[src/rtl/ball_collision_pkg.sv]
// Shared types, playfield geometry and address helpers for the ball collision probe.
// PROBE_Y_EN (when defined) selects the 4-probe build with top/bottom probes.
package ball_collision_pkg;

    localparam int H_RES   = 640;
    localparam int V_RES   = 480;
    localparam int ADDR_W  = 19;
    localparam int COORD_W = 11;

`ifdef PROBE_Y_EN
    localparam int N_PROBES = 4;
`else
    localparam int N_PROBES = 2;
`endif

    typedef enum logic [2:0] {IDLE, LATCH, ISSUE, WAIT, DONE} state_e;
    typedef enum logic [1:0] {LEFT, RIGHT, TOP, BOTTOM} probe_e;

    // Y*640 as (Y<<9)+(Y<<7); only meaningful for in-range coordinates
    function automatic logic [ADDR_W-1:0] pix_addr(input logic [COORD_W-1:0] x,
                                                   input logic [COORD_W-1:0] y);
        logic [ADDR_W-1:0] yy;
        yy = ADDR_W'(y);
        return (yy << 9) + (yy << 7) + ADDR_W'(x);
    endfunction

    function automatic logic in_range(input logic [COORD_W-1:0] x,
                                      input logic [COORD_W-1:0] y);
        return (x < COORD_W'(H_RES)) && (y < COORD_W'(V_RES));
    endfunction

endpackage

[src/rtl/frame_edge_sync.sv]
// Synchronises the asynchronous frame_clk strobe into Clk and emits a 1-cycle pulse on its rising edge.
// Pulse appears SYNC_STAGES cycles after frame_clk rises; no backpressure.
module frame_edge_sync #(
    parameter int SYNC_STAGES = 2
) (
    input  logic Clk,
    input  logic Reset_n,
    input  logic frame_clk,
    output logic frame_start
);

    logic [SYNC_STAGES-1:0] sync;
    logic                   prev;

    always_ff @(posedge Clk or negedge Reset_n) begin
        if (!Reset_n) begin
            sync <= '0;
            prev <= 1'b0;
        end else begin
            sync <= {sync[SYNC_STAGES-2:0], frame_clk};
            prev <= sync[SYNC_STAGES-1];
        end
    end

    assign frame_start = sync[SYNC_STAGES-1] & ~prev;

endmodule

[src/rtl/ball_collision_probe.sv]
// Per-frame bitmap probe at the ball edges producing bit_on (and hit_y when PROBE_Y_EN is defined).
// One read outstanding at a time, TIMEOUT-cycle bound per read; a new frame edge aborts a running pass.
module ball_collision_probe
    import ball_collision_pkg::*;
#(
    parameter int TIMEOUT     = 15,
    parameter int SYNC_STAGES = 2
) (
    input  logic              Clk,
    input  logic              Reset_n,
    input  logic              frame_clk,
    input  logic [9:0]        BallX,
    input  logic [9:0]        BallY,
    input  logic [9:0]        BallS,
    output logic [ADDR_W-1:0] mem_addr,
    output logic              mem_rd_en,
    input  logic              mem_rd_valid,
    input  logic              mem_rd_data,
    output logic              bit_on,
    output logic              hit_y,
    output logic              busy,
    output logic              timeout_err
);

    localparam int CNT_W = $clog2(TIMEOUT + 1);

    state_e                state;
    probe_e                idx;
    logic [9:0]            x_r, y_r, s_r;
    logic [N_PROBES-1:0]   hits;
    logic [CNT_W-1:0]      wait_cnt;
    logic                  discard;
    logic                  rd_req;
    logic                  frame_start;

    logic [COORD_W-1:0]    px, py;
    logic                  under;
    logic                  probe_ok;
    logic                  last_probe;
    logic [N_PROBES-1:0]   idx_mask;
    probe_e                next_idx;

    frame_edge_sync #(.SYNC_STAGES(SYNC_STAGES)) u_sync (
        .Clk         (Clk),
        .Reset_n     (Reset_n),
        .frame_clk   (frame_clk),
        .frame_start (frame_start)
    );

    always_comb begin
        px    = {1'b0, x_r};
        py    = {1'b0, y_r};
        under = 1'b0;
        case (idx)
            LEFT: begin
                px    = {1'b0, x_r} - {1'b0, s_r};
                under = x_r < s_r;
            end
            RIGHT:  px = {1'b0, x_r} + {1'b0, s_r};
            TOP: begin
                py    = {1'b0, y_r} - {1'b0, s_r};
                under = y_r < s_r;
            end
            BOTTOM: py = {1'b0, y_r} + {1'b0, s_r};
            default: ;
        endcase
    end

    assign probe_ok   = !under && in_range(px, py);
    assign last_probe = (idx == probe_e'(N_PROBES - 1));
    assign idx_mask   = N_PROBES'(1 << idx);
    assign next_idx   = probe_e'(idx + 2'd1);

    // A pending request is withheld in the cycle the pass is being aborted
    assign mem_rd_en = rd_req & ~frame_start;

`ifdef PROBE_Y_EN
    logic hit_y_q;
    assign hit_y = hit_y_q;
`else
    assign hit_y = 1'b0;
`endif

    always_ff @(posedge Clk or negedge Reset_n) begin
        if (!Reset_n) begin
            state       <= IDLE;
            idx         <= LEFT;
            x_r         <= '0;
            y_r         <= '0;
            s_r         <= '0;
            hits        <= '0;
            wait_cnt    <= '0;
            discard     <= 1'b0;
            rd_req      <= 1'b0;
            mem_addr    <= '0;
            bit_on      <= 1'b0;
            busy        <= 1'b0;
            timeout_err <= 1'b0;
`ifdef PROBE_Y_EN
            hit_y_q     <= 1'b0;
`endif
        end else begin
            rd_req <= 1'b0;
            if (frame_start) begin
                state <= LATCH;
                busy  <= 1'b1;
            end else begin
                case (state)
                    IDLE: ;
                    LATCH: begin
                        x_r   <= BallX;
                        y_r   <= BallY;
                        s_r   <= BallS;
                        hits  <= '0;
                        idx   <= LEFT;
                        state <= ISSUE;
                    end
                    ISSUE: begin
                        if (probe_ok) begin
                            rd_req   <= 1'b1;
                            mem_addr <= pix_addr(px, py);
                            wait_cnt <= '0;
                            discard  <= 1'b0;
                            state    <= WAIT;
                        end else if (last_probe) begin
                            state <= DONE;
                        end else begin
                            idx <= next_idx;
                        end
                    end
                    WAIT: begin
                        if (mem_rd_valid && !discard) begin
                            if (mem_rd_data) hits <= hits | idx_mask;
                            if (last_probe) state <= DONE;
                            else begin
                                idx   <= next_idx;
                                state <= ISSUE;
                            end
                        end else if (wait_cnt == CNT_W'(TIMEOUT - 1)) begin
                            // Probe counts as a miss; a late response must not be taken
                            timeout_err <= 1'b1;
                            discard     <= 1'b1;
                            if (last_probe) state <= DONE;
                            else begin
                                idx   <= next_idx;
                                state <= ISSUE;
                            end
                        end else begin
                            wait_cnt <= wait_cnt + 1'b1;
                        end
                    end
                    DONE: begin
                        bit_on <= |hits[1:0];
`ifdef PROBE_Y_EN
                        hit_y_q <= |hits[3:2];
`endif
                        busy   <= 1'b0;
                        state  <= IDLE;
                    end
                    default: state <= IDLE;
                endcase
            end
        end
    end

endmodule

[config.mk]
export PLATFORM = sky130hd
export DESIGN_NAME = ball_collision_probe
export DESIGN_NICKNAME = d
export VERILOG_FILES = /design/src/rtl/ball_collision_pkg.sv /design/src/rtl/frame_edge_sync.sv /design/src/rtl/ball_collision_probe.sv
export SDC_FILE = /design/constraint.sdc
export NUM_CORES = 1
export LEC_CHECK = 0
export BUFFER_PORTS_ARGS = -buffer_cell sky130_fd_sc_hd__buf_2
export CAP_MARGIN = 20
export CORE_AREA = 4 4 142 144
export DETAILED_ROUTE_END_ITERATION = 6
export DIE_AREA = 0 0 146 148
export PLACE_DENSITY = 0.46
export SYNTH_ARGS = -nofsm -noshare
export SYNTH_HDL_FRONTEND = slang
export SYNTH_SLANG_ARGS = --single-unit
[constraint.sdc]
create_clock -name Clk -period 4.1 [get_ports Clk]
set_clock_uncertainty 0.05 [all_clocks]
set_input_delay 0.41 -clock Clk [delete_from_list [all_inputs] [get_ports Clk]]
set_output_delay 0.41 -clock Clk [all_outputs]
set_load 0.01 [all_outputs]
After elaboration in Yosys (flattened, before gate mapping)
Cells that the tools add are included.
{"block": "word_totals", "regBits": 68, "inputBits": 35, "output_inout_bits": 24, "word_cells": 105}
{"block": "classes", "n_addsub": 8, "order_cmp": 4, "eq_ne": 19, "n_shift": 1, "n_mux": 31, "n_bitwise": 6, "n_reduce_logical": 21}
{"cell": "one-hot mux 11 bit (2 select lines)", "n": 2}
{"cell": "adder 10 x 10 -> 11 bit", "n": 2}
{"cell": "subtractor 10 x 10 -> 11 bit", "n": 2}
{"cell": "< comparator 10 bit", "n": 2}
{"cell": "adder 19 x 11 -> 19 bit", "n": 1}
{"cell": "adder 19 x 18 -> 19 bit", "n": 1}
{"cell": "two-way mux 3 bit", "n": 6}
{"cell": "inequality test 2 bit (second input constant)", "n": 8}
{"cell": "two-way mux 2 bit", "n": 6}
{"cell": "two-way mux 4 bit", "n": 3}
{"cell": "one-hot mux 3 bit (4 select lines)", "n": 1}
{"cell": "AND reduction 4 bit", "n": 3}
{"cell": "< comparator 11 x 10 -> 1 bit (second input constant)", "n": 1}
{"cell": "< comparator 11 x 9 -> 1 bit (second input constant)", "n": 1}
{"cell": "AND reduction 5 bit", "n": 2}
{"cell": "two-way mux 1 bit", "n": 8}
{"cell": "inequality test 4 bit (second input constant)", "n": 2}
{"cell": "one-hot mux 4 bit (2 select lines)", "n": 1}
{"cell": "equality test 3 x 2 -> 1 bit (second input constant)", "n": 2}
{"cell": "one-hot mux 2 bit (3 select lines)", "n": 1}
{"cell": "AND reduction 3 bit", "n": 2}
{"cell": "nonzero test 2 bit", "n": 3}
{"cell": "adder 4 x 1 -> 4 bit (second input constant)", "n": 1}
{"cell": "equality test 2 bit (second input constant)", "n": 2}
{"cell": "19 further kinds", "n": 27}

Longest topological paths before layout
Gate-level depths: netlist of the first run.
{"block": "depth", "ltp_word": 8, "depth_mapped": 21}

Cells and area by module
From an unflattened synthesis of the first run, not the netlist that was laid out.
{"block": "unflattened", "hier_cells": 589, "hier_area_um2": 5549.1}
{"module": "ball_collision_probe", "instances": 1, "cells_per_inst": 585, "area_per_inst_um2": 5460.2}
{"module": "frame_edge_sync", "instances": 1, "cells_per_inst": 4, "area_per_inst_um2": 88.8}

Least setup slack after synthesis of the first run
No wires, ideal clock.
{"block": "synth_timing", "kind": "reg2reg", "startpoint": "register s_r[2]", "endpoint": "register mem_addr[18]", "arrival_time_ns": 4.276, "required_ns": 3.925, "slack_ns": -0.351, "stages_incl_launch_ff": 21, "cell_sequence": "dfrtp_1 -> inv_1 -> ha_1 -> buf_2 -> o211ai_1 -> a21oi_1 -> or2_2 -> a311oi_1 -> o31ai_1 -> or2_2 -> fa_1 -> fa_1 -> a21oi_1 -> nor2_1 -> nor2_1 -> nor2b_1 -> o21a_1 -> nor4_1 -> o41ai_1 -> xnor2_1 -> mux2_4"}
{"block": "synth_via", "elab_chain_cells": 6, "elab_cells_between_ends": 17, "classes_between": "6 x add/sub; 4 x order compare; 3 x mux; 4 x reduce/logical"}
{"item": "start, declared", "line_no": "ball_collision_probe.sv:29", "rtl": "logic [9:0] x_r, y_r, s_r;"}
{"item": "start signal, assigned", "line_no": "ball_collision_probe.sv:113", "rtl": "s_r <= BallS;"}
{"item": "parallel branches: the longest is 6 deep, another holds adder 19 x 18 -> 19 bit"}
{"item": "end signal, assigned", "line_no": "ball_collision_probe.sv:121", "rtl": "mem_addr <= pix_addr(px, py);"}
{"item": "end, declared", "line_no": "ball_collision_probe.sv:15", "rtl": "output logic [ADDR_W-1:0] mem_addr,"}
Several ways; the timed one is not identified.
A chain may end at the register's enable or synchronous reset.

Final worst setup path of the first run
{"block": "layout_timing", "startpoint": "register s_r[7]", "endpoint": "register mem_addr[16]"}
Same word-level chain as after synthesis.

==> results of run 1 <==
-- routing by layer --
metal	global-route usage (%)	share of wire, %	up-vias
met3	2.45	3.0	12
li1	-	-	2519
met1	22.4	49	2438
met4	4.56	1.1	0
met5	0	0	-
met2	27.0	47	96
-- cell usage after synthesis (5+ instances only) --
master,n
a21o_1,12
a21oi_1,42
a221o_1,7
a22oi_1,6
a31oi_1,7
clkbuf_1,16
dfrtp_1,68
fa_1,7
ha_1,65
inv_1,42
mux2_2,18
mux2_4,16
nand2_1,38
nand2b_1,13
nand3_1,12
nor2_1,39
nor2b_1,14
nor3_1,15
o21a_1,5
o21ai_0,35
o22ai_1,6
o31ai_1,6
or2_2,6
xnor2_1,14
-- stage by stage --
stage	setup WS, ps	cells
after CTS	-116	1014
after floorplan	-74.0	595
final	-92.4	1014
after global placement	-280	982
after global routing	-269	1014
after detailed placement	-403	982
-- layout by cell type (no fill, tap or decap), drive strengths merged, types with 4 or more instances in the layout --
cell | netlist | final
a31oi | 8 | 8
o21bai | 4 | 4
o21ai | 37 | 37
nand2b | 13 | 13
inv | 42 | 46
a22oi | 6 | 6
dfrtp | 68 | 68
ha | 65 | 65
a221o | 7 | 7
or2 | 7 | 7
nor2b | 14 | 14
fa | 7 | 7
o22ai | 6 | 6
o31ai | 7 | 7
mux2 | 35 | 35
nor2 | 39 | 39
nand3 | 12 | 12
clkbuf | 16 | 9
or3 | 5 | 5
buf | 9 | 194
o21a | 5 | 5
a2111oi | 4 | 4
a21oi | 42 | 42
mux2i | 4 | 4
nor3 | 15 | 15
a21o | 12 | 12
nand2 | 38 | 38
xnor2 | 14 | 14
-- state kept, by name (all words and copies together) (netlist names) --
register	count
discard	1
u_sync.prev	1
wait_cnt	4
rd_req	1
state	3
x_r	10
idx	2
busy	1
timeout_err	1
bit_on	1
hits	2
y_r	10
s_r	10
u_sync.sync	2
mem_addr	19
-- final timing paths --
kind / slack [ps] / from / endpoint
max reg2reg: -90 / s_r[7]$_DFFE_PN0P_ / mem_addr[16]$_DFFE_PN0P_
max in group asynchronous: 3180 / Reset_n / x_r[1]$_DFFE_PN0P_
max: -90 / s_r[7]$_DFFE_PN0P_ / mem_addr[16]$_DFFE_PN0P_
min in group asynchronous: 130 / Reset_n / y_r[5]$_DFFE_PN0P_
min reg2reg: 300 / u_sync.sync[0]$_DFF_PN0_ / u_sync.sync[1]$_DFF_PN0_
min: 120 / frame_clk / u_sync.sync[0]$_DFF_PN0_
-- repair_timing --
action,in CTS,in global routing
pin swaps,20,12
gates resized for setup,19,25
setup endpoints to repair,5,7
gates cloned,0,0
setup buffers,16,7
-- critical path, stage by stage (launching register included) --
cell and delay (ps):
dfrtp_1 380, inv_2 80, ha_4 220, a21oi_2 190, a21oi_1 120, or2_4 250
a22o_1 230, o31ai_2 290, or2_4 170, fa_1 460, fa_2 370, a21oi_2 130
nor2_1 60, nor2_2 130, nor2b_1 60, o21a_1 200, nor4_4 180, or3_1 170
xnor2_1 60, mux2_4 260
-- kinds of logic after synthesis --
logic type / count (synthesis) / share of synthesized area (%)
AOI/OAI and AO/OA: 176 / 21.5
and+or+nand+nor: 156 / 14.2
adders and majority gates: 72 / 17.1
DFF: 68 / 30.6
buffers and inverters: 67 / 5.15
muxes: 39 / 8.88
xor gates and xnor gates: 16 / 2.52
other: 1 / 0.0674
-- cell type report --
cell class,count,area [um^2]
clock buffer,9,225
clock inverter,7,80.1
fill,1835,11000
inverter,42,158
multi-input combinational,460,3920
sequential,68,1700
tap,234,293
timing repair buffer,194,1340
==> qor.json, run 1 <==
{
  "grt": {
    "grt_usage_pct": 16.4,
    "gr-total-overflow": 0,
    "grt_antenna_before_repair": 0,
    "grt_start_max_net_pins": 69,
    "grt_pass1_wl_um": 28000,
    "first_global_vias": 5288
  },
  "worst_setup_path": {
    "worst-endpoint-arrival_ps": 4370,
    "worstSetupPathType": "reg2reg",
    "worstPathMaxFanout": 3,
    "critPathCaptureType": "flop",
    "category_of_the_worst_setup_path_launch_point": "flop",
    "critPathRequiredTime_ps": 4280,
    "reg2regPathDepth": 19
  },
  "floorplan": {
    "initial_utilization_pct": 29.7,
    "rows": 50,
    "die-height_um": 148,
    "io-pin-count": 59,
    "core_area_mm2": 0.0187,
    "die_area_mm2": 0.0216,
    "die_width_um": 146
  },
  "sta": {
    "highest_clock_frequency_the_design_can_meet_mhz": 239,
    "fin_worst_hold_slack_ps": 117,
    "slew_headroom_pct": 38.0,
    "layout_worst_path_cycle_share_pct": 102,
    "final-max-slew-violation-count": 0,
    "grt_setup_unrepaired": "yes",
    "setup_viol": 4,
    "final.setup.worst_slack_ps": -92.4,
    "worstMarginPinSlew_ps": 930,
    "finalWorstPathRequiredPeriod_ps": 4190,
    "finalHoldViolCount": 0,
    "setup_total_negative_slack_ps": -263
  },
  "cts": {
    "cts.path.max_buffers": 2,
    "path_clk_slew_ps": 70,
    "tritoncts.num_buffers": 9,
    "cts.htree.levels": 3,
    "cts.hold.buffers_added": 0,
    "cts_tree": "built",
    "clock-root-buffer": "clkbuf_16",
    "clkLatencyLatePin_ps": 340,
    "cts_num_sinks": 68
  },
  "hold_path": {
    "hold_path_class": "in2reg",
    "hold_depth": 1
  },
  "synth": {
    "asyncSetResetFlopFracSynth_pct": 100,
    "postSynthNetCount": 702,
    "netlist_top_cells_area": "dfrtp_1 31%, ha_1 15%, mux2_4 4.3%, a21oi_1 3.8%, mux2_2 3.6%",
    "synthesis.instances": 595,
    "count_of_flip_flops_with_a_built_in_enable_after_synthesis": 0,
    "syn-cell-area_mm2": 0.00556,
    "seq_area_frac_synth_pct": 30.6,
    "synth.ff_latch_count": 68,
    "synth_cell_types": 71,
    "postSynth.topFlopCell": "dfrtp_1",
    "synthDominantAreaCellType": "dfrtp_1",
    "synth_area_per_cell_um2": 9.35,
    "synth_top_area_share_pct": 30.6,
    "yosysWarningCount": 0
  },
  "route": {
    "drt-vias-per-instance": 5.00,
    "via_count": 5065,
    "average_wire_length_per_cell_after_detail_routing_um": 17.3,
    "detail_route.iter0.violations": 264,
    "drt_pre_antenna_iters": 5,
    "antenna_left": 0,
    "drt-total-wl_um": 17500,
    "drcViolationCount": 0
  },
  "cells_and_area": {
    "fin_area_mm2": 0.00771,
    "final_layout_size_suffix_gt1_share_pct": 40.8,
    "antennaDiodeCount": 0,
    "flow.area_growth_from_synthesis_pct": 38.6,
    "final_cell_utilization_of_the_core_pct": 41.2,
    "layout.nets": 882
  },
  "place": {
    "place_area_mm2": 0.00707,
    "routabilityCongestion": 0.839,
    "detailed_place_hpwl_um": 13800,
    "port-buffer-count": 57
  },
  "outcome": {
    "violated_checks": "negative setup slack",
    "status": "complete, but fails checks"
  },
  "job": {
    "cap_viol_max_count": 0
  }
}
Power of run 1 is left out: the tool's default activity adds up to more than one toggle a clock period on the data nets, which glitch-free logic cannot reach.
==> inputs of run 2 (changes only) <==
--- a/config.mk
+++ b/config.mk
@@ -10,7 +10,7 @@
 export CORE_AREA = 4 4 142 144
 export DETAILED_ROUTE_END_ITERATION = 6
 export DIE_AREA = 0 0 146 148
-export PLACE_DENSITY = 0.46
+export PLACE_DENSITY = 0.45
 export SYNTH_ARGS = -nofsm -noshare
 export SYNTH_HDL_FRONTEND = slang
 export SYNTH_SLANG_ARGS = --single-unit
==> constraint.sdc (replaced) <==
create_clock -name Clk -period 4.4 [get_ports Clk]
set_clock_uncertainty 0.05 [all_clocks]
set_input_delay 0.44 -clock Clk [delete_from_list [all_inputs] [get_ports Clk]]
set_output_delay 0.44 -clock Clk [all_outputs]
set_load 0.01 [all_outputs]
==> run 2 against run 1 <==
Effect of this change: the flow now finishes without violations; highest routed layer unchanged; die area stayed put; flip-flop and latch count did not move; final cell count is 5.0% lower; setup slack better by 140 ps; critical path depth rose by 1; worst hold slack better by 38 ps; utilization decreased by 2.4 points; first-iteration DRC count is 1.9% lower; via count decreased by 3.3%; critical endpoint is now mem_addr[18]$_DFFE_PN0P_.
==> qor.json, run 2 (synthesis results as in run 1) <==
{
  "outcome": {
    "status": {"value": "finished, final reports clean", "change": "was complete, but fails checks"}
  },
  "place": {
    "detailed_place_hpwl": {"value": 13300, "unit": "um", "change": "was 13800 um"},
    "routabilityCongestion": {"value": 0.876, "change": "was 0.839"},
    "pre_cts_ws": {"value": -157, "unit": "ps", "change": "was -403 ps"},
    "port-buffer-count": {"value": 57, "change": "unchanged"}
  },
  "sta": {
    "finalWorstPathRequiredPeriod": {"value": 4360, "unit": "ps", "change": "was 4190 ps"},
    "grt_setup_unrepaired": {"value": "yes", "change": "unchanged"},
    "slew_headroom": {"value": 37.6, "unit": "%", "change": "was 38.0%"},
    "final.setup.worst_slack": {"value": 43.7, "unit": "ps", "change": "was -92.4 ps"},
    "fin_worst_hold_slack": {"value": 154, "unit": "ps", "change": "was 117 ps"},
    "setup_viol": {"value": 0, "change": "was 4"},
    "final-max-slew-violation-count": {"value": 0, "change": "unchanged"},
    "highest_clock_frequency_the_design_can_meet": {"value": 230, "unit": "MHz", "change": "was 239 MHz"},
    "worstMarginPinSlew": {"value": 935, "unit": "ps", "change": "was 930 ps"},
    "finalHoldViolCount": {"value": 0, "change": "unchanged"},
    "layout_worst_path_cycle_share": {"value": 99.0, "unit": "%", "change": "was 102%"}
  },
  "worst_setup_path": {
    "worstSetupPathType": {"value": "reg2reg", "change": "unchanged"},
    "worstReg2RegEnd": {"value": "mem_addr[18]$_DFFE_PN0P_", "change": "was mem_addr[16]$_DFFE_PN0P_"},
    "worst-endpoint-arrival": {"value": 4540, "unit": "ps", "change": "was 4370 ps"},
    "category_of_the_worst_setup_path_launch_point": {"value": "flop", "change": "unchanged"},
    "setup.reg_to_reg.worst_slack": {"value": 40, "unit": "ps", "change": "was -90 ps"},
    "critPathRequiredTime": {"value": 4580, "unit": "ps", "change": "was 4280 ps"},
    "reg2regPathDepth": {"value": 20, "change": "was 19"},
    "r2r-start": {"value": "s_r[2]$_DFFE_PN0P_", "change": "was s_r[7]$_DFFE_PN0P_"},
    "critPathCaptureType": {"value": "flop", "change": "unchanged"},
    "worstPathMaxFanout": {"value": 4, "change": "was 3"}
  },
  "cells_and_area": {
    "layout_commonest_cell": {"value": "buf_4", "change": "unchanged"},
    "max_flop_register": {"value": "mem_addr", "change": "unchanged"},
    "number_of_flip_flops_in_the_largest_register": {"value": 19, "change": "unchanged"},
    "flow.area_growth_from_synthesis": {"value": 30.6, "unit": "%", "change": "was 38.6%"},
    "final_layout_size_suffix_gt1_share": {"value": 34.7, "unit": "%", "change": "was 40.8%"},
    "layout.nets": {"value": 831, "change": "was 882"},
    "antennaDiodeCount": {"value": 0, "change": "unchanged"},
    "most-common-layout-cells": {"value": "87 x buf_4, 68 x dfrtp_1, 56 x ha_1, 56 x buf_2, 40 x inv_1", "change": "was 135 x buf_4, 67 x dfrtp_1, 56 x buf_2"}
  },
  "cts": {
    "cts_tree": {"value": "built", "change": "unchanged"},
    "path_clk_slew": {"value": 60, "unit": "ps", "change": "was 70 ps"},
    "clkLatencyLatePin": {"value": 340, "unit": "ps", "change": "about the same"},
    "cts.path.max_buffers": {"value": 2, "change": "unchanged"},
    "cts_num_sinks": {"value": 68, "change": "unchanged"},
    "tritoncts.num_buffers": {"value": 9, "change": "unchanged"},
    "clock-root-buffer": {"value": "clkbuf_16", "change": "unchanged"},
    "cts.htree.levels": {"value": 3, "change": "unchanged"},
    "cts.hold.buffers_added": {"value": 0, "change": "unchanged"}
  },
  "hold_path": {
    "hold_path_class": {"value": "in2async", "change": "was in2reg"}
  },
  "floorplan": {
    "rows": {"value": 50, "change": "unchanged"},
    "io-pin-count": {"value": 59, "change": "unchanged"},
    "die-height": {"value": 148, "unit": "um", "change": "unchanged"},
    "die_area": {"value": 0.0216, "unit": "mm^2", "change": "unchanged"},
    "initial_utilization": {"value": 29.7, "unit": "%", "change": "unchanged"},
    "core_area": {"value": 0.0187, "unit": "mm^2", "change": "unchanged"},
    "die_width": {"value": 146, "unit": "um", "change": "unchanged"}
  },
  "route": {
    "drt-total-wl": {"value": 17100, "unit": "um", "change": "was 17500 um"},
    "average_wire_length_per_cell_after_detail_routing": {"value": 17.8, "unit": "um", "change": "was 17.3 um"},
    "via_count": {"value": 4898, "change": "was 5065"},
    "drt-vias-per-instance": {"value": 5.09, "change": "was 5.00"},
    "detail_route.iter0.violations": {"value": 259, "change": "was 264"},
    "drcViolationCount": {"value": 0, "change": "unchanged"},
    "drt_pre_antenna_iters": {"value": 7, "change": "was 5"},
    "antenna_left": {"value": 0, "change": "unchanged"}
  },
  "grt": {
    "grt_usage": {"value": 16.0, "unit": "%", "change": "was 16.4%"},
    "grt_pass1_wl": {"value": 27400, "unit": "um", "change": "was 28000 um"},
    "first_global_vias": {"value": 5040, "change": "was 5288"},
    "grt_start_max_net_pins": {"value": 69, "change": "unchanged"},
    "gr-total-overflow": {"value": 0, "change": "unchanged"},
    "grt_antenna_before_repair": {"value": 0, "change": "unchanged"}
  },
  "job": {
    "cap_viol_max_count": {"value": 0, "change": "unchanged"}
  }
}
## run 2: cell count changes in the layout (fill, tap and decap cells not counted), moves of 3 or more
cell   change
inv_2      -5
buf_4     -48
inv_1      +5
ha_1       +3
## run 2: routing by layer
| layer | global-route usage [%] | wire length, um | vias up |
|---|---|---|---|
| met5 | 0 | 0 | - |
| met2 | 25.9 | 7920 | 104 |
| met4 | 5.79 | 426 | 0 |
| li1 | - | - | 2421 |
| met1 | 21.0 | 7970 | 2350 |
| met3 | 3.89 | 783 | 23 |
## run 2: area by class of cell
cell class | instances | area, um^2
multi-input combinational | 460 | 3860
tap | 234 | 293
clock inverter | 5 | 82.6
sequential | 68 | 1700
fill | 1861 | 11400
timing repair buffer | 143 | 933
inverter | 42 | 158
clock buffer | 11 | 243
## run 2: how the worst max path moves through the flow
stage                                  start                  endpoint  slack, ps
after floorplan           s_r[2]$_DFFE_PN0P_  mem_addr[17]$_DFFE_PN0P_          8
after global placement    x_r[7]$_DFFE_PN0P_  mem_addr[18]$_DFFE_PN0P_        -70
after detailed placement  x_r[1]$_DFFE_PN0P_  mem_addr[18]$_DFFE_PN0P_       -160
after CTS                 x_r[0]$_DFFE_PN0P_  mem_addr[17]$_DFFE_PN0P_          3
after global routing      s_r[2]$_DFFE_PN0P_  mem_addr[18]$_DFFE_PN0P_       -140
final                     s_r[2]$_DFFE_PN0P_  mem_addr[18]$_DFFE_PN0P_         40
## run 2: per-stage QoR
stage	util, %	cell area (um^2)	TNS, ps	std cells
after CTS	38.1	7130	0	959
after floorplan	-	5570	0	595
after global routing	38.9	7270	-352	963
final	38.9	7270	0	963
after global placement	35.3	6600	-145	937
after detailed placement	35.3	6600	-412	937
## run 2: critical path: stages (launching register included)
cell and delay, ps:
dfrtp_1 400, inv_2 90, ha_4 210, o211ai_1 210
a21oi_2 60, or2_4 260, a311oi_4 340, o31ai_4 80
or2_4 240, fa_1 490, buf_4 160, fa_2 350
a21oi_2 150, nor2_1 50, nor2_1 130, nor2b_1 70
o21a_1 220, nor4_4 180, o41ai_2 100, xnor2_1 130
mux2_4 270
## run 2: what timing repair did
| action | in CTS | in global routing |
|---|---|---|
| pin swaps | 18 | 17 |
| setup endpoints to repair | 4 | 4 |
| setup buffers | 6 | 4 |
| gates resized for setup | 30 | 19 |
Power of run 2 is left out for the same reason.
